--- src/rtl/tty_tx_iot.sv ---
// Teleprinter/punch device 04: decodes IOT 604x/6035, serialises AC characters onto tx,
// and keeps the printer flag, skip and interrupt-request lines for the CPU side.
module tty_tx_iot #(
    parameter int unsigned CLOCK_FREQ = 50000000,
    parameter int unsigned BAUD_RATE  = 9600,
    parameter int unsigned STOP_BITS  = 1,
    parameter logic [4:0]  F3         = 5'd3
) (
    input  logic        clk,
    input  logic        reset,
    input  logic [4:0]  state,
    input  logic [0:11] instruction,
    input  logic [0:11] ac,
    output logic        tx,
    output logic        tskip,
    output logic        int_req,
    output logic        tx_busy
);

    localparam int unsigned DIV      = CLOCK_FREQ / BAUD_RATE;
    localparam int unsigned STOP_LEN = STOP_BITS * DIV;
    localparam int unsigned CW       = $clog2(STOP_LEN);
    localparam logic [CW-1:0] DIV_M1  = CW'(DIV - 1);
    localparam logic [CW-1:0] STOP_M1 = CW'(STOP_LEN - 1);

    typedef enum logic [1:0] {
        S_IDLE,
        S_START,
        S_DATA,
        S_STOP
    } tx_state_t;

    tx_state_t     fsm_q, fsm_d;
    logic [CW-1:0] baud_q, baud_d;
    logic [2:0]    bit_q, bit_d;
    logic [7:0]    sh_q, sh_d;
    logic [7:0]    hold_q, hold_d;
    logic          hold_full_q, hold_full_d;
    logic          tx_q, tx_d;
    logic          flag_q, flag_d;
    logic          int_en_q, int_en_d;
    logic          int_req_q, int_req_d;

    logic          iot_strobe;
    logic          kie;
    logic          load;
    logic          frame_done;
    logic [2:0]    op;
    logic [7:0]    ac_char;
    logic          unused_ac;

    assign unused_ac = ^ac[0:3];

    always_comb begin
        iot_strobe  = (state == F3) && (instruction[0:8] == 9'o604);
        kie         = (state == F3) && (instruction == 12'o6035);
        op          = instruction[9:11];
        ac_char     = ac[4:11];
        load        = iot_strobe && ((op == 3'd4) || (op == 3'd6));
        frame_done  = 1'b0;

        fsm_d       = fsm_q;
        baud_d      = baud_q;
        bit_d       = bit_q;
        sh_d        = sh_q;
        hold_d      = hold_q;
        hold_full_d = hold_full_q;
        tx_d        = tx_q;

        case (fsm_q)
            S_IDLE: begin
                tx_d = 1'b1;
                if (load) begin
                    fsm_d  = S_START;
                    sh_d   = ac_char;
                    baud_d = '0;
                    tx_d   = 1'b0;
                end
            end
            S_START: begin
                if (baud_q == DIV_M1) begin
                    fsm_d  = S_DATA;
                    baud_d = '0;
                    bit_d  = '0;
                    tx_d   = sh_q[0];
                end else begin
                    baud_d = baud_q + 1'b1;
                end
            end
            S_DATA: begin
                if (baud_q == DIV_M1) begin
                    baud_d = '0;
                    if (bit_q == 3'd7) begin
                        fsm_d = S_STOP;
                        bit_d = '0;
                        tx_d  = 1'b1;
                    end else begin
                        bit_d = bit_q + 1'b1;
                        sh_d  = {1'b0, sh_q[7:1]};
                        tx_d  = sh_q[1];
                    end
                end else begin
                    baud_d = baud_q + 1'b1;
                end
            end
            S_STOP: begin
                if (baud_q == STOP_M1) begin
                    frame_done = 1'b1;
                    baud_d     = '0;
                    // A load landing on the completion edge is treated as a load into an idle shifter.
                    if (hold_full_q) begin
                        fsm_d       = S_START;
                        sh_d        = hold_q;
                        hold_full_d = 1'b0;
                        tx_d        = 1'b0;
                    end else if (load) begin
                        fsm_d = S_START;
                        sh_d  = ac_char;
                        tx_d  = 1'b0;
                    end else begin
                        fsm_d = S_IDLE;
                        tx_d  = 1'b1;
                    end
                end else begin
                    baud_d = baud_q + 1'b1;
                end
            end
            default: fsm_d = S_IDLE;
        endcase

        if (load && (fsm_q != S_IDLE) && !(frame_done && !hold_full_q)) begin
            hold_d      = ac_char;
            hold_full_d = 1'b1;
        end

        flag_d = flag_q;
        if (frame_done) begin
            flag_d = 1'b1;
        end
        if (iot_strobe && (op == 3'd0)) begin
            flag_d = 1'b1;
        end
        // IOT clear beats a coincident frame completion.
        if (iot_strobe && ((op == 3'd2) || (op == 3'd6))) begin
            flag_d = 1'b0;
        end

        int_en_d  = kie ? ac[11] : int_en_q;
        int_req_d = flag_q & int_en_q;
    end

    always_ff @(posedge clk) begin
        if (reset) begin
            fsm_q       <= S_IDLE;
            baud_q      <= '0;
            bit_q       <= '0;
            sh_q        <= '0;
            hold_q      <= '0;
            hold_full_q <= 1'b0;
            tx_q        <= 1'b1;
            flag_q      <= 1'b0;
            int_en_q    <= 1'b1;
            int_req_q   <= 1'b0;
        end else begin
            fsm_q       <= fsm_d;
            baud_q      <= baud_d;
            bit_q       <= bit_d;
            sh_q        <= sh_d;
            hold_q      <= hold_d;
            hold_full_q <= hold_full_d;
            tx_q        <= tx_d;
            flag_q      <= flag_d;
            int_en_q    <= int_en_d;
            int_req_q   <= int_req_d;
        end
    end

    assign tx      = tx_q;
    assign int_req = int_req_q;
    assign tx_busy = (fsm_q != S_IDLE) || hold_full_q;
    assign tskip   = ((instruction == 12'o6041) || (instruction == 12'o6045)) && flag_q;

endmodule

--- config.mk ---
export PLATFORM = sky130hd
export DESIGN_NAME = tty_tx_iot
export DESIGN_NICKNAME = d
export VERILOG_FILES = /design/src/rtl/tty_tx_iot.sv
export SDC_FILE = /design/constraint.sdc
export NUM_CORES = 1
export LEC_CHECK = 0
export ABC_AREA = 1
export BUFFER_PORTS_ARGS = -buffer_cell sky130_fd_sc_hd__buf_2
export CAP_MARGIN = 0
export CORE_MARGIN = 4
export CORE_UTILIZATION = 52
export DETAILED_ROUTE_END_ITERATION = 10
export PLACE_DENSITY = 0.79
export SLEW_MARGIN = 10
export SYNTH_ARGS = -nofsm -noshare
export SYNTH_HDL_FRONTEND = slang
export SYNTH_SLANG_ARGS = --single-unit
export TNS_END_PERCENT = 100
--- constraint.sdc ---
create_clock -name clk -period 1.8 [get_ports clk]
set_clock_uncertainty 0.15 [all_clocks]
set_input_delay 0.36 -clock clk [delete_from_list [all_inputs] [get_ports clk]]
set_output_delay 0.36 -clock clk [all_outputs]
set_load 0.1 [all_outputs]
==> impl_metrics.yaml <==
layout:
  diodes: 0
  regArea_um2: 784.5
  multi_input_area_um2: 1730
  fillerInstances: 431
  final_nets: 507
  areaGrowthSynthToFinish_pct: 24.04
  final_layout_size_suffix_gt1_share_pct: 31.91
  layout.cells.non_filler: 534
  post-route-util_pct: 68.18
power:
  p_comb_share_pct: 42.3
  p_leak_nw: 1.484
  p_sw_share_pct: 39.59
  p_clk_share_pct: 21.4
  seq_power_share_pct: 36.3
  power.density_nw_per_um2: 801.3
  p_sw_mw: 1.049
  p_int_mw: 1.600
  peakVddDrop_mv: 0.5936
logic_synthesis:
  synth-edff-count: 0
  syn_inst: 414
  ys_ff_latch: 39
  yosysMostFrequentCell: "nand2_1"
  yosys-top-cells-area: "dfxtp_1 29%, nand2_1 15%, nor2_1 6.8%"
  synthArstFlopShare_pct: 0
  yosys_warnings: 0
  synth_cell_types: 32
  syn_nets: 453
  syn_avg_cell_area_um2: 6.437
  ys_seq_area_share_pct: 29.30
  synth_largest_area_cell: "dfxtp_1"
  syn_area_um2: 2665
  netlist.area_leader.share_pct: 29.30
  synth-main-ff-cell: "dfxtp_1"
  synth_common_cells: "104 x nand2_1, 48 x nor2_1, 45 x inv_1"
timing:
  whs_ns: 0.1827
  fin_ws_ns: 0.05637
  period_needed_ns: 1.744
  setup_viol: 0
  drv_slew: 0
  tns_ns: 0
  hold_violations: 0
  grt_setup_unrepaired: "yes"
  tightest_slew_ns: 0.4857
  timing.fmax_mhz: 573.5
  period_share_pct: 96.87
  slew_headroom_pct: 67.84
clock_network:
  path_clk_slew_ns: 0.07
  clock_path_buffers: 2
  cts_sinks: 39
  htreeDepth: 2
  cts_tree: "yes"
  clock_latency_ns: 0.29
  cts_hold_buffers: 0
  cts_buffers: 5
  cts-root-buf: "clkbuf_8"
detailed_routing:
  totalWireLength_um: 6654
  initialDrtViolationCount: 127
  wl_per_cell_um: 12.46
  route.detailed.drc: 0
  final_antenna_net_count: 0
  drt-vias-per-instance: 5.234
  drt_first_pass_iters: 6
  num_vias: 2795
grt:
  grt.overflow.total: 0
  grt_max_degree: 24
  antenna_found_initial: 0
  gr-usage-all-layers_pct: 22.51
  grt_pass1_vias: 2676
  grt_pass1_wl_um: 11470
floorplan:
  die_area_um2: 6335
  die_h_um: 79.59
  core_um2: 4848
  num_rows: 25
  initial_utilization_pct: 54.97
  die_w_um: 79.59
  ios: 35
critical_path:
  required_ns: 1.29
  arrival_ns: 1.23
  critical_path_class: "in -> out"
  endpoint_kind: "primary output"
  cpMaxStageDelayCell: "nor4_4"
  critical_path.max_stage_delay_ns: 0.26
  crit_fanout: 2
  cp-start-kind: "primary input"
  path_cells: "buf_6 -> nand2_4 -> nor3_4 -> inv_2 -> nor4_4 -> buf_12"
placement:
  pre_cts_ws_ns: -0.01619
  dp.cells: 527
  place_congestion: 0.8983
  dpl.hpwl_um: 5013
  portBuffers: 30
worst_hold_path:
  hold_path.class: "in -> reg"
status:
  status: "finished, final reports clean"
flow_run:
  maxCapViolCount: 0
## flip-flops by register name, summed over array words and instances, names as in the netlist
register     count
int_req          1
int_en_q         1
bit_q            3
flag_q           1
hold_q           8
hold_full_q      1
sh_q             8
baud_q          13
fsm_q            2
tx               1
## what timing repair did
action / CTS / global route
gates resized for setup: 4 / 24
pin swaps: 2 / 4
endpoints found under the setup margin: 2 / 21
buffers inserted: 1 / 1
hold endpoints to repair: 0 / 0
## per-stage QoR
stage	instance area, um^2	total power, mW
after floorplan	2734	1.726
after global placement	3136	2.002
after detailed placement	3136	2.025
after CTS	3221	2.592
after global routing	3306	2.825
final	3306	2.649
## power by group through the flow
stage	clock network (mW)	registers [mW]	logic [mW]
after CTS	0.572	0.955	1.07
after detailed placement	0	0.974	1.05
after global routing	0.614	0.966	1.25
final	0.567	0.961	1.12
after global placement	0	0.973	1.03
after floorplan	0	1.02	0.706
## area by class of cell
class	instances	share of cell area, %
repair buffers	56	11.73
flip-flops and latches	39	23.73
well taps	67	2.536
clock buffers	6	2.195
inverters	60	7.456
multi-input cells	306	52.35
## worst paths after layout
kind                          startpoint                     to  slack (ns)  depth (start not counted)
hold / removal           instruction[10]    flag_q$_SDFFE_PP0P_        0.18                          4
setup / recovery          instruction[1]                  tskip        0.06                          6
setup reg to reg  baud_q[0]$_SDFFE_PP0P_  fsm_q[0]$_SDFFE_PP0P_        0.11                         10
hold reg to reg      flag_q$_SDFFE_PP0P_     int_req$_SDFF_PP0_        0.31                          2
## critical path, delay by kind of cell
family / cells / cell delay, ns
AND/OR/NAND/NOR: 3 / 0.51
buffers and inverters: 3 / 0.35
## layer usage
layer / track usage [%] / routed length (um) / vias up
li1: - / - / 1439
met1: 26.02 / 2842 / 1271
met2: 40.23 / 3384 / 73
met3: 5.305 / 329 / 12
met4: 7.732 / 97 / 0
met5: 0 / 0 / -
## logic make-up after synthesis
group / count (synthesis) / synth area share [%]
buf+inv: 69 / 10.33
flops: 39 / 29.30
fa+ha+maj: 8 / 3.756
simple gates: 238 / 43.05
compound gates: 60 / 13.57
## cells in the final DEF (no fill, tap or decap), drive strengths merged, types with 9 or more instances in the layout
master,n
o21ai,20
nand2,115
inv,58
a21oi,37
nor2,60
nor3,9
dfxtp,39
buf,56
nand3,33
nand4,17
No activity file was read; power rests on OpenSTA's default activity.
